$ cat src/rtl/load_mem_ctrl_pkg.sv
// Shared CPU constants, load-unit FSM states and the captured load payload.
package load_mem_ctrl_pkg;

  localparam int unsigned XLEN = 64;
  localparam int unsigned RD_W = 5;

  localparam logic [1:0] BYTE        = 2'b00;
  localparam logic [1:0] HALF_WORD   = 2'b01;
  localparam logic [1:0] WORD        = 2'b10;
  localparam logic [1:0] DOUBLE_WORD = 2'b11;

  localparam logic [1:0] RF_SRC_MEM  = 2'b01;

  typedef enum logic [2:0] {
    IDLE  = 3'd0,
    REQ   = 3'd1,
    WAIT  = 3'd2,
    RESP  = 3'd3,
    DRAIN = 3'd4,
    ERR   = 3'd5
  } ld_state_t;

  typedef struct packed {
    logic [XLEN-1:0] addr;
    logic [1:0]      byte_en;
    logic            zero_extnd;
    logic [RD_W-1:0] rd;
  } ld_req_t;

endpackage

$ cat src/rtl/ld_align_chk.sv
// Natural-alignment check of a load: offset within the 64-bit row vs access size.
module ld_align_chk
  import load_mem_ctrl_pkg::*;
(
  input  logic [2:0] i_addr_lo,
  input  logic [1:0] i_byte_en,
  output logic       o_misaligned_c
);

  always_comb begin
    o_misaligned_c = 1'b0;
    unique case (i_byte_en)
      BYTE:        o_misaligned_c = 1'b0;
      HALF_WORD:   o_misaligned_c = i_addr_lo[0];
      WORD:        o_misaligned_c = |i_addr_lo[1:0];
      DOUBLE_WORD: o_misaligned_c = |i_addr_lo;
      default:     o_misaligned_c = 1'b0;
    endcase
  end

endmodule

$ cat src/rtl/load_mem_ctrl.sv
// RV64 load sequencer: one outstanding aligned row read, raw row plus lane
// controls to writeback, misalignment trap and flush/drain handling.
module load_mem_ctrl
  import load_mem_ctrl_pkg::*;
(
  input  logic            clk,
  input  logic            reset,
  input  logic            ld_valid_i,
  output logic            ld_ready_o,
  input  logic [XLEN-1:0] ld_addr_i,
  input  logic [1:0]      ld_byte_en_i,
  input  logic            ld_zero_extnd_i,
  input  logic [RD_W-1:0] ld_rd_i,
  input  logic            flush_i,
  output logic            dmem_req_o,
  output logic [XLEN-1:0] dmem_addr_o,
  input  logic            dmem_gnt_i,
  input  logic            dmem_rvalid_i,
  input  logic [XLEN-1:0] dmem_rdata_i,
  output logic            wb_valid_o,
  output logic [RD_W-1:0] wb_rd_o,
  output logic [XLEN-1:0] data_mem_rd_o,
  output logic [1:0]      data_byte_en_o,
  output logic            data_zero_extnd_o,
  output logic [2:0]      data_mem_row_idx_o,
  output logic            stall_o,
  output logic            misalign_o,
  output logic [XLEN-1:0] misalign_addr_o
);

  ld_state_t       r_state;
  ld_state_t       w_next;
  ld_req_t         r_req;
  logic [XLEN-1:0] r_rdata;
  logic            w_misaligned;
  logic            w_ready;
  logic            w_accept;
  logic            w_capture_data;

  ld_align_chk u_align_chk (
    .i_addr_lo      (ld_addr_i[2:0]),
    .i_byte_en      (ld_byte_en_i),
    .o_misaligned_c (w_misaligned)
  );

  assign w_ready        = (r_state == IDLE) && !flush_i;
  assign w_accept       = ld_valid_i && w_ready;
  assign w_capture_data = (r_state == WAIT) && dmem_rvalid_i && !flush_i;

  // State register
  always_ff @(posedge clk) begin
    if (reset) r_state <= IDLE;
    else       r_state <= w_next;
  end

  // Next state and state-decoded outputs
  always_comb begin
    w_next          = r_state;
    ld_ready_o      = w_ready;
    dmem_req_o      = 1'b0;
    wb_valid_o      = 1'b0;
    stall_o         = 1'b0;
    misalign_o      = 1'b0;
    misalign_addr_o = '0;
    unique case (r_state)
      IDLE: begin
        if (w_accept) begin
          w_next  = w_misaligned ? ERR : REQ;
          stall_o = !w_misaligned;
        end
      end
      REQ: begin
        dmem_req_o = 1'b1;
        stall_o    = 1'b1;
        if (dmem_gnt_i)   w_next = flush_i ? DRAIN : WAIT;
        else if (flush_i) w_next = IDLE;
      end
      WAIT: begin
        stall_o = 1'b1;
        if (dmem_rvalid_i) w_next = flush_i ? IDLE : RESP;
        else if (flush_i)  w_next = DRAIN;
      end
      DRAIN: begin
        stall_o = 1'b1;
        if (dmem_rvalid_i) w_next = IDLE;
      end
      RESP: begin
        wb_valid_o = !flush_i;
        w_next     = IDLE;
      end
      ERR: begin
        misalign_o      = 1'b1;
        misalign_addr_o = r_req.addr;
        w_next          = IDLE;
      end
      default: w_next = IDLE;
    endcase
  end

  // Payload capture; held until the next accept / data return
  always_ff @(posedge clk) begin
    if (reset) begin
      r_req   <= '0;
      r_rdata <= '0;
    end else begin
      if (w_accept) begin
        r_req.addr       <= ld_addr_i;
        r_req.byte_en    <= ld_byte_en_i;
        r_req.zero_extnd <= ld_zero_extnd_i;
        r_req.rd         <= ld_rd_i;
      end
      if (w_capture_data) r_rdata <= dmem_rdata_i;
    end
  end

  assign dmem_addr_o        = {r_req.addr[XLEN-1:3], 3'b000};
  assign wb_rd_o            = r_req.rd;
  assign data_mem_rd_o      = r_rdata;
  assign data_byte_en_o     = r_req.byte_en;
  assign data_zero_extnd_o  = r_req.zero_extnd;
  assign data_mem_row_idx_o = r_req.addr[2:0];

endmodule

$ cat config.mk
export PLATFORM = sky130hd
export DESIGN_NAME = load_mem_ctrl
export DESIGN_NICKNAME = d
export VERILOG_FILES = /design/src/rtl/load_mem_ctrl_pkg.sv /design/src/rtl/ld_align_chk.sv /design/src/rtl/load_mem_ctrl.sv
export SDC_FILE = /design/constraint.sdc
export NUM_CORES = 1
export LEC_CHECK = 0
export CAP_MARGIN = 20
export CORE_AREA = 2 2 135 137
export DETAILED_ROUTE_END_ITERATION = 8
export DIE_AREA = 0 0 137 139
export PLACE_DENSITY = 0.86
export SLEW_MARGIN = 15
export SYNTH_ARGS = -nofsm -noshare
export SYNTH_HDL_FRONTEND = slang
export SYNTH_SLANG_ARGS = --single-unit
$ cat constraint.sdc
create_clock -name clk -period 1.43 [get_ports clk]
set_input_delay 0.143 -clock clk [delete_from_list [all_inputs] [get_ports clk]]
set_output_delay 0.143 -clock clk [all_outputs]
set_load 0.05 [all_outputs]
After elaboration in Yosys (flattened, before gate mapping)
Index checks and enable logic that the tools add are counted.
{ "totals": {"out_inout_bits": 208, "reg_bits": 139} }
{ "classes": {"muxes": 17, "n_eq_ne": 12, "n_reduce_logical": 12} }
{ "op_table": {"columns": ["operator", "n"], "rows": [
  ["$mux W64", 1],
  ["$mux W3", 8],
  ["$pmux W3 S4", 1],
  ["$eq A3 B2 Y1 const B", 2],
  ["$eq A3 B3 Y1 const B", 2],
  ["$ne A3 B3 Y1 const B", 2],
  ["$reduce_or A3 Y1", 2],
  ["$eq A2 B2 Y1 const B", 2],
  ["$logic_and A1 B1 Y1", 4],
  ["$mux W1", 4],
  ["$ne A2 B2 Y1 const B", 2],
  ["$pmux W1 S4", 1],
  ["$reduce_and A4 Y1", 1],
  ["$eq A3 B1 Y1 const B", 1],
  ["$logic_not A3 Y1", 1],
  ["$eq A2 B1 Y1 const B", 1],
  ["$logic_not A1 Y1", 2],
  ["$logic_not A2 Y1", 1],
  ["$mux W2", 1],
  ["$pmux W1 S2", 1],
  ["$reduce_or A2 Y1", 1]
]} }

Depth between registers and ports, before layout
{ "depth": {"word_depth": 5, "depth_mapped": 7, "depth_no_buf": 4} }

Modules after synthesis
Synthesis repeated with hierarchy kept, for this count alone.
{ "hier_totals": {"hier_cells": 735, "hier_area_um2": 5928.2} }
{ "modules_own_cells": {"columns": ["mod", "n_inst", "cells_each", "area_each_um2", "seq_area_each_um2"], "rows": [
  ["load_mem_ctrl", 1, 732, 5906.9, 2782.7],
  ["ld_align_chk", 1, 3, 21.3, 0.0]
]} }

Worst setup path before layout
OpenSTA, ideal clock, no wires.
{ "synth_timing": {"kind": "reg-to-output", "start": "register r_state[2]", "end": "output stall_o", "path_slack_ns": -0.874, "arrival_time_ns": 2.161, "n_path_buf": 2, "required_ns": 1.287, "path_stages_with_launch": 6, "cell_sequence": "dfxtp_1 > buf_4 > nor3_4 > nand3_2 > clkbuf_1 > o21ai_0"} }
{ "synth_via": {"elab_chain_len": 5} }
{ "synth_rtl": {"columns": ["element", "line", "rtl"], "rows": [
  ["from (decl)", "load_mem_ctrl.sv:31", "ld_state_t r_state;"],
  ["from (signal assigned)", "load_mem_ctrl.sv:53", "else r_state <= w_next;"],
  ["$logic_not A3 Y1", "load_mem_ctrl.sv:46, load_mem_ctrl.sv:65", null],
  ["$logic_and A1 B1 Y1", "load_mem_ctrl.sv:46", "assign w_ready = (r_state == IDLE) && !flush_i;"],
  ["$logic_and A1 B1 Y1", "load_mem_ctrl.sv:47", "assign w_accept = ld_valid_i && w_ready;"],
  ["$mux W1", "load_mem_ctrl.sv:67", "if (w_accept) begin"],
  ["$pmux W1 S2 *", "load_mem_ctrl.sv:65", "unique case (r_state)"],
  ["to (decl)", "load_mem_ctrl.sv:26", "output logic stall_o,"]
]} }
Every way passes the cells marked *; elsewhere a longest branch is shown, timed or not.

Worst setup path in the final report
{ "layout_timing": {"start": "register r_state[2]", "end": "output misalign_addr_o[15]"} }
{ "layout_via": {"elab_chain_len": 2} }
{ "layout_rtl": {"columns": ["element", "line", "rtl"], "rows": [
  ["$eq A3 B3 Y1", "load_mem_ctrl.sv:65", null],
  ["$mux W64", "load_mem_ctrl.sv:65", null],
  ["to (decl)", "load_mem_ctrl.sv:28", "output logic [XLEN-1:0] misalign_addr_o"]
]} }
No other way between the ends.

==> results_dict.tcl <==
set metrics [dict create \
    ir_worst_vdd_mv 0.767 \
    rsz0062_at_grt "true" \
    die-area_mm2 0.0190 \
    cts_tree "done" \
    ys.flop_type "dfxtp_1" \
    dpl.cell_count 1260 \
    dpl_cell_area_mm2 0.0105 \
    syn_area_per_cell_um2 8.63 \
    cts_sinks 139 \
    syn_area_mm2 0.00608 \
    grt_pass1_vias 7166 \
    grt_pass1_wl_um 38900 \
    area_delta_synth_final_pct 109 \
    fin_skew_ns 0.0153 \
    clk_latency_ns 0.42 \
    clk_root_buffer_cell "clkbuf_16" \
    drt_iter0_drc 280 \
    fmax_ghz 0.545 \
    synthCells 705 \
    path_max_fanout 6 \
    slew_viol_final 0 \
    period_minus_slack_ns 1.84 \
    die_width_um 137 \
    yosysTopAreaCell "dfxtp_1" \
    status "finished with violations" \
    core_area_mm2 0.0177 \
    p_leak_uw 0.00520 \
    powerDensity_mw_per_mm2 972 \
    routedWlPerCell_um 20.0 \
    multi_input_area_mm2 0.00377 \
    grt-ovfl-total 0 \
    route.detailed.drc 0 \
    routed_wl_um 26800 \
    start_kind "flip-flop" \
    post-route-util_pct 72.0 \
    synth_edf_count 0 \
    ys_seq_elements 139 \
    portBuffers 346 \
    synth.area.top_cells "dfxtp_1 (46%), a21oi_2 (17%), nand2_1 (16%), and2_1 (6.6%), buf_12 (3.9%)" \
    finalNonFillerCells 1339 \
    design_area_mm2 0.0127 \
    hold_viol 0 \
    routed_via_density 5.02 \
    gp_congestion 0.766 \
    maxCapViolCount 0 \
    yosys_warnings 0 \
    netlist_top_cells_count "nand2_1 (253), dfxtp_1 (139), a21oi_2 (120), and2_1 (64), clkbuf_1 (29)" \
    holdCritPathClass "input pin to flip-flop" \
    clk_path_buf_depth 2 \
    violations "setup timing" \
    end_kind "output pin" \
    ios 350 \
    power_uw 12400 \
    nNetsFinal 1239 \
    regArea_mm2 0.00279 \
    fillCellCount 1079 \
    grt_max_degree 38 \
    fp.dieH_um 139 \
    cts-buffers-inserted 17 \
    initial_core_util_pct 34.5 \
    vias 6728 \
    antenna_found_initial 1 \
    postRouteAntennaNets 0 \
    dr.pass1.iters 4 \
    htree_num_levels 4 \
    synth_top_area_share_pct 45.7 \
    seq_area_frac_synth_pct 45.7 \
    clkTransAtPathRegs_ns 0.07 \
    dp_hpwl_um 15100 \
    crit_type "flip-flop to output pin" \
    post-synth-top-count-cell "nand2_1" \
    setup_viol_count_final 207 \
    synth.distinct_cells 34 \
    cp.arrival_ns 1.69 \
    fin_crit_sh_pct 128 \
    final_layout_size_suffix_gt1_share_pct 59.9 \
    worstPathRequired_ns 1.29 \
    synthArstFlopShare_pct 0 \
    grt_use_total_pct 26.6 \
    rows 49 \
    setup_slack_ns -0.406 \
]
## sequential cells by signal, indices dropped and copies added, names as in the netlist
name	cells
r_state	3
data_mem_rd_o	64
dmem_addr_o	61
data_mem_row_idx_o	3
data_byte_en_o	2
data_zero_extnd_o	1
wb_rd_o	5
## path summary, 6_finish.rpt
check,startpoint,endpoint,slack (ns),cells after the start
hold / removal,reset,dmem_addr_o[22],0.08,2
setup / recovery,r_state[2],misalign_addr_o[15],-0.41,6
setup reg to reg,r_state[2],dmem_addr_o[25],-0.28,8
hold reg to reg,data_mem_rd_o[3],data_mem_rd_o[3],0.45,2
## through the flow
step / TNS [ns] / hold slack, ns / worst slack [ns]
floorplan: -0.263 / 0.270 / -0.149
global placement: -22.98 / 0.443 / -0.177
detailed placement: -29.25 / 0.449 / -0.251
CTS: -42.86 / 0.0599 / -0.356
global route: -55.99 / 0.0676 / -0.444
finish: -46.33 / 0.0758 / -0.406
## layer usage
layer | vias up | share of wire (%) | GRT usage (%)
met2 | 325 | 52 | 47.1
met4 | 0 | 3.8 | 12.6
li1 | 3051 | - | -
met3 | 67 | 8.1 | 7.82
met5 | - | 0 | 0
met1 | 3285 | 37 | 28.5
## layout by cell type (no fill, tap or decap), drive strengths merged, types with 2 or more instances in the layout
master / count
nand3: 3
clkdlybuf4s50: 140
nand2b: 2
and3: 3
nor3: 3
a21oi: 137
bufinv: 3
inv: 7
nor2: 6
buf: 285
and2: 64
o21ai: 6
conb: 3
dfxtp: 139
clkinvlp: 2
nand2: 273
clkinv: 3
clkbuf: 21
## layout make-up
cell class                      count  area share, %
Timing Repair Buffer              427           41.3
Multi-Input combinational cell    509           29.6
Sequential cell                   139           22.0
Clock buffer                       19           3.48
Tap cell                          229           2.25
Clock inverter                     12           1.28
Inverter                            3         0.0886
Antenna cell                        1         0.0197
## worst max-delay path, stage by stage (launching register included)
cell and delay, ns:
dfxtp_4 0.39, inv_2 0.07, nor2_4 0.19, buf_12 0.18, clkbuf_16 0.16, and2_4 0.15, buf_12 0.13
## repair_timing
item	4_1_cts	5_1_grt
gates cloned	19	2
setup buffers	30	6
endpoints found under the hold margin	0	0
resized for setup	185	74
endpoints found under the setup margin	200	207
hold buffers	0	0
pin swaps	17	54
## where the power goes
part	total [µW]	switching (µW)	leakage, µW	internal [µW]
Combinational	3490	1920	0.00378	1570
Sequential	4230	181	0.00113	4050
Clock	4640	1830	0.000291	2810
Total	12400	3930	0.00520	8430
## logic make-up after synthesis
kind of cell / synth area share (%)
AOI/OAI and AO/OA: 19.8
xor gates and xnor gates: 0.144
buffers and inverters: 7.73
DFF: 45.7
other: 0.0616
and+or+nand+nor: 26.6
No activity file was read; power rests on OpenSTA's default activity.
